[src/rtl/b_ram_sched_if.sv]
// b_ram_sched_if: request/RAM-side bundle between the SCAN stage controller,
// the b-RAM scheduler and the b RAM.
// master = controller/RAM side (drives requests, observes beats); slave = scheduler.
interface b_ram_sched_if;
  // write request port
  logic       wr_valid;
  logic       wr_ready;
  logic [4:0] wr_layer;
  logic [8:0] wr_node;
  // read request port
  logic       rd_valid;
  logic       rd_ready;
  logic [4:0] rd_layer;
  logic [8:0] rd_node;
  // RAM-facing beat outputs
  logic [4:0] layer_w;
  logic [4:0] layer_r;
  logic [3:0] cnta;
  logic [3:0] cntb;
  logic [8:0] w_address;
  logic [8:0] r_address;
  logic       w_en;
  logic       r_en;
  logic       rdata_valid;
  logic       rdata_last;
  logic       err;

  modport master (
    output wr_valid, wr_layer, wr_node, rd_valid, rd_layer, rd_node,
    input  wr_ready, rd_ready, layer_w, layer_r, cnta, cntb, w_address, r_address,
    input  w_en, r_en, rdata_valid, rdata_last, err
  );

  modport slave (
    input  wr_valid, wr_layer, wr_node, rd_valid, rd_layer, rd_node,
    output wr_ready, rd_ready, layer_w, layer_r, cnta, cntb, w_address, r_address,
    output w_en, r_en, rdata_valid, rdata_last, err
  );
endinterface

[src/rtl/b_ram_sched.sv]
// b_ram_sched: splits b-RAM write/read requests into per-beat layer/counter/address/enable.
// Latency: first beat one cycle after acceptance, then one beat per cycle.
// Backpressure: wr_ready/rd_ready low while a burst runs (read also on a RAW hazard).
// Ports: clk/rst (async, active-high) plus bus (b_ram_sched_if.slave) carrying both
// request handshakes and all RAM-facing outputs. Optional macro B_RAM_RAW_CHECK_EN
// enables the read-after-write interlock; without it rd_ready depends only on the read FSM.
module b_ram_sched #(
  parameter int P    = 128,
  parameter int Q    = 6,
  parameter int LOGN = 10
) (
  input  logic         clk,
  input  logic         rst,
  b_ram_sched_if.slave bus
);

  // A read beat carries P lanes, a write beat 2P; layer L holds 2^L values.
  localparam int RD_TH = $clog2(P);
  localparam int WR_TH = RD_TH + 1;

  if (P < 2 || Q < 1) begin : g_bad_cfg
    $error("b_ram_sched: unsupported P/Q");
  end

  typedef enum logic {IDLE = 1'b0, RUN = 1'b1} state_e;

  function automatic logic legal(input logic [4:0] l, input logic [8:0] n);
    if (l == 5'd0 || int'(l) > LOGN) return 1'b0;
    return (32'(n) >> (LOGN - int'(l))) == 32'd0;
  endfunction

  function automatic logic [3:0] last_beat(input logic [4:0] l, input int th);
    if (int'(l) <= th) return 4'd0;
    return 4'((32'd1 << (int'(l) - th)) - 32'd1);
  endfunction

  // Multi-beat layers start at node 0; the beat counter selects the slice.
  function automatic logic [8:0] beat_addr(input logic [4:0] l, input logic [8:0] n);
    return (int'(l) <= RD_TH) ? n : 9'd0;
  endfunction

`ifdef B_RAM_RAW_CHECK_EN
  function automatic logic conflict(input logic [4:0] la, input logic [8:0] na,
                                    input logic [4:0] lb, input logic [8:0] nb);
    return (la == lb && na == nb) || (int'(la) > RD_TH && int'(lb) > RD_TH);
  endfunction
`endif

  state_e     wr_state_q, wr_state_d, rd_state_q, rd_state_d;
  logic [4:0] layer_w_q, layer_w_d, layer_r_q, layer_r_d;
  logic [3:0] cnta_q, cnta_d, cntb_q, cntb_d;
  logic [3:0] w_last_q, w_last_d, r_last_q, r_last_d;
  logic [8:0] w_addr_q, w_addr_d, r_addr_q, r_addr_d;
  logic       rdv_q, rdl_q, err_q, err_d;
  logic       wr_rdy, rd_rdy, w_en, r_en, rd_stall;
  logic       wr_legal, rd_legal, wr_take, rd_take;
`ifdef B_RAM_RAW_CHECK_EN
  logic [8:0] w_node_q, w_node_d;
  logic       hold_q, hold_d;    // read accepted together with a conflicting write
  logic [4:0] pl_q, pl_d;
  logic [8:0] pn_q, pn_d;
`endif

  // ---------------- output / handshake logic ----------------
  always_comb begin
    wr_rdy = (wr_state_q == IDLE);
    w_en   = (wr_state_q == RUN);
`ifdef B_RAM_RAW_CHECK_EN
    rd_stall = w_en && conflict(bus.rd_layer, bus.rd_node, layer_w_q, w_node_q);
    r_en     = (rd_state_q == RUN) && !hold_q;
`else
    rd_stall = 1'b0;
    r_en     = (rd_state_q == RUN);
`endif
    rd_rdy   = (rd_state_q == IDLE) && !rd_stall;
    wr_legal = legal(bus.wr_layer, bus.wr_node);
    rd_legal = legal(bus.rd_layer, bus.rd_node);
    wr_take  = bus.wr_valid && wr_rdy && wr_legal;
    rd_take  = bus.rd_valid && rd_rdy && rd_legal;
    err_d    = (bus.wr_valid && wr_rdy && !wr_legal) || (bus.rd_valid && rd_rdy && !rd_legal);
  end

  // ---------------- write FSM next state ----------------
  always_comb begin
    wr_state_d = wr_state_q;
    layer_w_d  = layer_w_q;
    cnta_d     = cnta_q;
    w_last_d   = w_last_q;
    w_addr_d   = w_addr_q;
`ifdef B_RAM_RAW_CHECK_EN
    w_node_d   = w_node_q;
`endif
    unique case (wr_state_q)
      IDLE: begin
        if (wr_take) begin
          wr_state_d = RUN;
          layer_w_d  = bus.wr_layer;
          cnta_d     = 4'd0;
          w_last_d   = last_beat(bus.wr_layer, WR_TH);
          w_addr_d   = beat_addr(bus.wr_layer, bus.wr_node);
`ifdef B_RAM_RAW_CHECK_EN
          w_node_d   = bus.wr_node;
`endif
        end
      end
      RUN: begin
        if (cnta_q == w_last_q) wr_state_d = IDLE;
        else                    cnta_d     = cnta_q + 4'd1;
      end
    endcase
  end

  // ---------------- read FSM next state ----------------
  always_comb begin
    rd_state_d = rd_state_q;
    layer_r_d  = layer_r_q;
    cntb_d     = cntb_q;
    r_last_d   = r_last_q;
    r_addr_d   = r_addr_q;
`ifdef B_RAM_RAW_CHECK_EN
    hold_d     = hold_q;
    pl_d       = pl_q;
    pn_d       = pn_q;
`endif
    unique case (rd_state_q)
      IDLE: begin
        if (rd_take) begin
          rd_state_d = RUN;
`ifdef B_RAM_RAW_CHECK_EN
          // RAM outputs must keep their old values while parked, so park the request aside.
          if (wr_take && conflict(bus.rd_layer, bus.rd_node, bus.wr_layer, bus.wr_node)) begin
            hold_d = 1'b1;
            pl_d   = bus.rd_layer;
            pn_d   = bus.rd_node;
          end else begin
`else
          begin
`endif
            layer_r_d = bus.rd_layer;
            cntb_d    = 4'd0;
            r_last_d  = last_beat(bus.rd_layer, RD_TH);
            r_addr_d  = beat_addr(bus.rd_layer, bus.rd_node);
          end
        end
      end
      RUN: begin
`ifdef B_RAM_RAW_CHECK_EN
        if (hold_q) begin
          // Release on the write's last beat so the first read beat follows it directly.
          if (!w_en || cnta_q == w_last_q) begin
            hold_d    = 1'b0;
            layer_r_d = pl_q;
            cntb_d    = 4'd0;
            r_last_d  = last_beat(pl_q, RD_TH);
            r_addr_d  = beat_addr(pl_q, pn_q);
          end
        end else
`endif
        if (cntb_q == r_last_q) rd_state_d = IDLE;
        else                    cntb_d     = cntb_q + 4'd1;
      end
    endcase
  end

  // ---------------- state registers ----------------
  always_ff @(posedge clk or posedge rst) begin
    if (rst) begin
      wr_state_q <= IDLE;
      rd_state_q <= IDLE;
      layer_w_q  <= '0;
      layer_r_q  <= '0;
      cnta_q     <= '0;
      cntb_q     <= '0;
      w_last_q   <= '0;
      r_last_q   <= '0;
      w_addr_q   <= '0;
      r_addr_q   <= '0;
      rdv_q      <= 1'b0;
      rdl_q      <= 1'b0;
      err_q      <= 1'b0;
`ifdef B_RAM_RAW_CHECK_EN
      w_node_q   <= '0;
      hold_q     <= 1'b0;
      pl_q       <= '0;
      pn_q       <= '0;
`endif
    end else begin
      wr_state_q <= wr_state_d;
      rd_state_q <= rd_state_d;
      layer_w_q  <= layer_w_d;
      layer_r_q  <= layer_r_d;
      cnta_q     <= cnta_d;
      cntb_q     <= cntb_d;
      w_last_q   <= w_last_d;
      r_last_q   <= r_last_d;
      w_addr_q   <= w_addr_d;
      r_addr_q   <= r_addr_d;
      // RAM output register lags r_en by one cycle
      rdv_q      <= r_en;
      rdl_q      <= r_en && (cntb_q == r_last_q);
      err_q      <= err_d;
`ifdef B_RAM_RAW_CHECK_EN
      w_node_q   <= w_node_d;
      hold_q     <= hold_d;
      pl_q       <= pl_d;
      pn_q       <= pn_d;
`endif
    end
  end

  assign bus.wr_ready    = wr_rdy;
  assign bus.rd_ready    = rd_rdy;
  assign bus.layer_w     = layer_w_q;
  assign bus.layer_r     = layer_r_q;
  assign bus.cnta        = cnta_q;
  assign bus.cntb        = cntb_q;
  assign bus.w_address   = w_addr_q;
  assign bus.r_address   = r_addr_q;
  assign bus.w_en        = w_en;
  assign bus.r_en        = r_en;
  assign bus.rdata_valid = rdv_q;
  assign bus.rdata_last  = rdl_q;
  assign bus.err         = err_q;

endmodule

[src/flat_wrapper.sv]
// flat-port wrapper written by rule: the top's interface ports become plain ports
module b_ram_sched_flat 
#(
  parameter int P    = 128,
  parameter int Q    = 6,
  parameter int LOGN = 10
)
  (clk, rst, bus_wr_valid, bus_wr_layer, bus_wr_node, bus_rd_valid, bus_rd_layer, bus_rd_node, bus_wr_ready, bus_rd_ready, bus_layer_w, bus_layer_r, bus_cnta, bus_cntb, bus_w_address, bus_r_address, bus_w_en, bus_r_en, bus_rdata_valid, bus_rdata_last, bus_err);
  b_ram_sched_if bus_i ();
  input  logic clk;
  input  logic rst;
  input wire logic [$bits(bus_i.wr_valid)-1:0] bus_wr_valid;
  input wire logic [$bits(bus_i.wr_layer)-1:0] bus_wr_layer;
  input wire logic [$bits(bus_i.wr_node)-1:0] bus_wr_node;
  input wire logic [$bits(bus_i.rd_valid)-1:0] bus_rd_valid;
  input wire logic [$bits(bus_i.rd_layer)-1:0] bus_rd_layer;
  input wire logic [$bits(bus_i.rd_node)-1:0] bus_rd_node;
  output wire logic [$bits(bus_i.wr_ready)-1:0] bus_wr_ready;
  output wire logic [$bits(bus_i.rd_ready)-1:0] bus_rd_ready;
  output wire logic [$bits(bus_i.layer_w)-1:0] bus_layer_w;
  output wire logic [$bits(bus_i.layer_r)-1:0] bus_layer_r;
  output wire logic [$bits(bus_i.cnta)-1:0] bus_cnta;
  output wire logic [$bits(bus_i.cntb)-1:0] bus_cntb;
  output wire logic [$bits(bus_i.w_address)-1:0] bus_w_address;
  output wire logic [$bits(bus_i.r_address)-1:0] bus_r_address;
  output wire logic [$bits(bus_i.w_en)-1:0] bus_w_en;
  output wire logic [$bits(bus_i.r_en)-1:0] bus_r_en;
  output wire logic [$bits(bus_i.rdata_valid)-1:0] bus_rdata_valid;
  output wire logic [$bits(bus_i.rdata_last)-1:0] bus_rdata_last;
  output wire logic [$bits(bus_i.err)-1:0] bus_err;
  assign bus_i.wr_valid = bus_wr_valid;
  assign bus_i.wr_layer = bus_wr_layer;
  assign bus_i.wr_node = bus_wr_node;
  assign bus_i.rd_valid = bus_rd_valid;
  assign bus_i.rd_layer = bus_rd_layer;
  assign bus_i.rd_node = bus_rd_node;
  assign bus_wr_ready = bus_i.wr_ready;
  assign bus_rd_ready = bus_i.rd_ready;
  assign bus_layer_w = bus_i.layer_w;
  assign bus_layer_r = bus_i.layer_r;
  assign bus_cnta = bus_i.cnta;
  assign bus_cntb = bus_i.cntb;
  assign bus_w_address = bus_i.w_address;
  assign bus_r_address = bus_i.r_address;
  assign bus_w_en = bus_i.w_en;
  assign bus_r_en = bus_i.r_en;
  assign bus_rdata_valid = bus_i.rdata_valid;
  assign bus_rdata_last = bus_i.rdata_last;
  assign bus_err = bus_i.err;
  b_ram_sched #(.P(P), .Q(Q), .LOGN(LOGN)) u_core (.clk(clk), .rst(rst), .bus(bus_i));
endmodule
[config.mk]
export PLATFORM = sky130hd
export DESIGN_NAME = b_ram_sched_flat
export DESIGN_NICKNAME = d
export VERILOG_FILES = /design/src/rtl/b_ram_sched_if.sv /design/src/rtl/b_ram_sched.sv /design/src/flat_wrapper.sv
export SDC_FILE = /design/constraint.sdc
export NUM_CORES = 1
export LEC_CHECK = 0
export BUFFER_PORTS_ARGS = -buffer_cell sky130_fd_sc_hd__buf_2
export CAP_MARGIN = 0
export CORE_ASPECT_RATIO = 0.6
export CORE_UTILIZATION = 40
export CTS_BUF_LIST = sky130_fd_sc_hd__clkbuf_8
export DETAILED_ROUTE_END_ITERATION = 10
export PLACE_DENSITY = 0.67
export REMOVE_ABC_BUFFERS = 1
export SLEW_MARGIN = 20
export SYNTH_ARGS = -nofsm -noshare
export SYNTH_HDL_FRONTEND = slang
export SYNTH_SLANG_ARGS = --single-unit
[constraint.sdc]
create_clock -name clk -period 3.45 [get_ports clk]
set_clock_uncertainty 0.1 [all_clocks]
set_input_delay 0.5175 -clock clk [delete_from_list [all_inputs] [get_ports clk]]
set_output_delay 0.5175 -clock clk [all_outputs]
set_load 0.005 [all_outputs]
==> flow_metrics.tcl <==
set metrics [dict create \
    peakVddDrop_mv 0.2599 \
    avgRoutedWirePerCell_um 14.47 \
    yosysMostFrequentCell "dfrtp_1" \
    crit_type "in -> reg" \
    synth.distinct_cells 46 \
    cp-end-kind "flop" \
    cts_tree "yes" \
    p_total_mw 2.072 \
    grt_max_degree 50 \
    hpwl_mm 4.446 \
    endpoint "u_core.bus.layer_w[3]" \
    cp-startpoint "bus_wr_layer[0]" \
    overflow 0 \
    dr.first_iter.drc_count 114 \
    fin_nets 366 \
    antennaDiodeCount 0 \
    tightestPinTransition_ns 0.8561 \
    critPathMaxStageDelay_ns 0.53 \
    drive_gt1_frac 0.3098 \
    dpl.cell_count 402 \
    cp.buffers_inverters 2 \
    finalSetupViolations 0 \
    cpMaxStageDelayCell "a21oi_1" \
    grt_pass1_vias 2041 \
    clockBufferDepth 2 \
    critical_path_peak_fanout 21 \
    grt_pass1_wl_mm 9.922 \
    cp_cell_sequence "buf_2, inv_1, ha_1, a211oi_1, a211oi_1, a211oi_1, a21oi_1, or2_2, mux2_2" \
    gp_congestion 0.8011 \
    synthTopCellsByCount "dfrtp_1, inv_1, o21ai_0" \
    fin_crit_ns 2.949 \
    cts-hold-fix-buffers 0 \
    p_per_area_nw_per_um2 654.6 \
    drcViolationCount 0 \
    initial_core_util 0.4196 \
    vias 2147 \
    critPathArrivalTime_ns 3.03 \
    avgSynthCellArea_um2 10.39 \
    drt_first_pass_iters 4 \
    synthFlopType "dfrtp_1" \
    synth_top_area_cell "dfrtp_1" \
    cpLargestDelayFamily "compound AO/OA/AOI/OAI gates" \
    drv_cap 0 \
    numCtsBuffers 5 \
    relSlewSlack 0.4293 \
    layout_setup_ws_ns 0.5006 \
    fmax_mhz 339.1 \
    place_area_um2 3048 \
    yosysWarningCount 0 \
    netlist_area_um2 2599 \
    r2r_setup_slack_ns 1.39 \
    postLayoutCellArea_um2 3166 \
    synth_top_area_share 0.4718 \
    synthTopCellsByArea "dfrtp_1, ha_1, xor2_1" \
    synth-edff-count 0 \
    cts_resized 0 \
    area_delta_synth_final_pct 21.81 \
    die_y_um 64.44 \
    fin_cells 410 \
    portBuffers 74 \
    clock_latency_ns 0.29 \
    synth_seq_cells 49 \
    worstSetupPathDepth 9 \
    clock_sinks 49 \
    post-route-period-util 0.8549 \
    grtUsageTotal 0.1871 \
    pwr-share-clk 0.204 \
    post-place-ws_ns 0.1842 \
    timing.rr.start "u_core.bus.cnta[3]" \
    r2r_cells 5 \
    die_w_um 106.1 \
    report.final.slew_viol_count 0 \
    antenna_found_initial 0 \
    hold_violations 0 \
    synth_seq_area_share 0.4718 \
    fillerInstances 595 \
    swShare 0.3348 \
    startpoint_type "primary input" \
    comb_power_share 0.341 \
    dieArea_um2 6834 \
    rsz0062_at_grt "false" \
    core_area_um2 6193 \
    leakage_nw 1.639 \
    clockRootBuffer "clkbuf_8" \
    rows 22 \
    p_int_mw 1.378 \
    p_seq_frac 0.455 \
    syn_inst 250 \
    required_ns 3.53 \
    vias_per_cell 5.237 \
    path_clk_slew_ns 0.09 \
    ant_nets 0 \
    htree_levels 2 \
    ios 75 \
    cp_common_cell "a211oi_1" \
    switchingPower_mw 0.6938 \
    synthArstFlopShare 1.000 \
    status "completed" \
    rr_endpoint "u_core.bus.cnta[1]" \
    post_cts_buffers 0 \
    hold_path.class "in -> async" \
    fin_setup_tns_ns 0 \
    routed_wl_mm 5.934 \
]
[through the flow]
stage / hold WS, ns / utilization
after floorplan: 0.3643 / -
after global placement: 0.3741 / 0.4921
after detailed placement: 0.3740 / 0.4921
after CTS: 0.3454 / 0.5109
after global routing: 0.3074 / 0.5111
final: 0.2456 / 0.5111
[final cells by class]
| class | instances | area [um2] | area share |
|---|---|---|---|
| inverter | 21 | 80.08 | 0.02530 |
| timing repair buffer | 77 | 392.9 | 0.1241 |
| sequential | 49 | 1226 | 0.3874 |
| tap | 84 | 105.1 | 0.03320 |
| clock inverter | 2 | 33.78 | 0.01067 |
| multi-input combinational | 171 | 1245 | 0.3933 |
| clock buffer | 6 | 82.58 | 0.02609 |
[metal layers]
layer	vias to the layer above	global-route usage	part of all wire	wire length [um]
met3	2	0.04930	0.053	315
met5	-	0	0	0
met4	0	0.03125	0.0032	19
li1	1054	-	-	-
met1	1040	0.2994	0.57	3405
met2	51	0.2492	0.37	2194
[power groups by stage]
stage                     clock [mW]  combinational (mW)  sequential (mW)
after floorplan                    0               0.400            0.935
after global placement             0               0.698            0.952
final                          0.423               0.707            0.943
after detailed placement           0               0.712            0.951
after global routing           0.465               0.810            0.978
after CTS                      0.438               0.714            0.944
[logic make-up after synthesis]
group / count (synthesis) / share of synthesized area
adder cells (fa/ha/maj): 9 / 0.04333
buffers and inverters: 30 / 0.04911
AND/OR/NAND/NOR: 71 / 0.1502
AO/OA/AOI/OAI: 62 / 0.1709
multiplexers: 16 / 0.07078
flip-flops: 49 / 0.4718
XOR/XNOR: 13 / 0.04381
[how the worst min path moves through the flow]
stage	endpoint	cells after the start
2_1_floorplan	u_core.bus.rdata_valid	0
3_3_place_gp	u_core.bus.layer_w[4]	1
3_5_place_dp	u_core.bus.layer_r[4]	1
4_1_cts	u_core.bus.w_address[1]	2
5_1_grt	u_core.bus.w_address[5]	2
6_report	u_core.bus.w_address[5]	2
[flip-flops by register name, summed over array words and instances, names as in the netlist, 4 cells and up]
signal and cells:
u_core.bus.r_address 9, u_core.bus.w_address 9, u_core.bus.cnta 4, u_core.bus.cntb 4, u_core.r_last_q 4, u_core.bus.layer_w 5, u_core.bus.layer_r 5, u_core.w_last_q 4
[layout by cell type, fill, tap and decap left out, types with 2 or more instances in the layout]
| cell type | instances |
|---|---|
| a211oi_1 | 4 |
| a21o_1 | 3 |
| a21oi_1 | 5 |
| a22o_1 | 10 |
| a31o_2 | 4 |
| a32o_1 | 2 |
| and2_1 | 5 |
| buf_2 | 74 |
| buf_4 | 3 |
| clkbuf_8 | 6 |
| dfrtp_1 | 49 |
| ha_1 | 9 |
| inv_1 | 21 |
| mux2_2 | 3 |
| mux2_4 | 4 |
| mux2i_1 | 9 |
| nand2_1 | 15 |
| nand2b_1 | 3 |
| nand3_1 | 11 |
| nand4_1 | 3 |
| nand4b_1 | 2 |
| nor2_1 | 12 |
| nor2b_1 | 5 |
| nor3_1 | 3 |
| nor4_1 | 3 |
| o211ai_1 | 3 |
| o21ai_0 | 18 |
| o31ai_1 | 6 |
| or4_1 | 2 |
| xor2_1 | 12 |
Power figures use the tool's default switching activity.
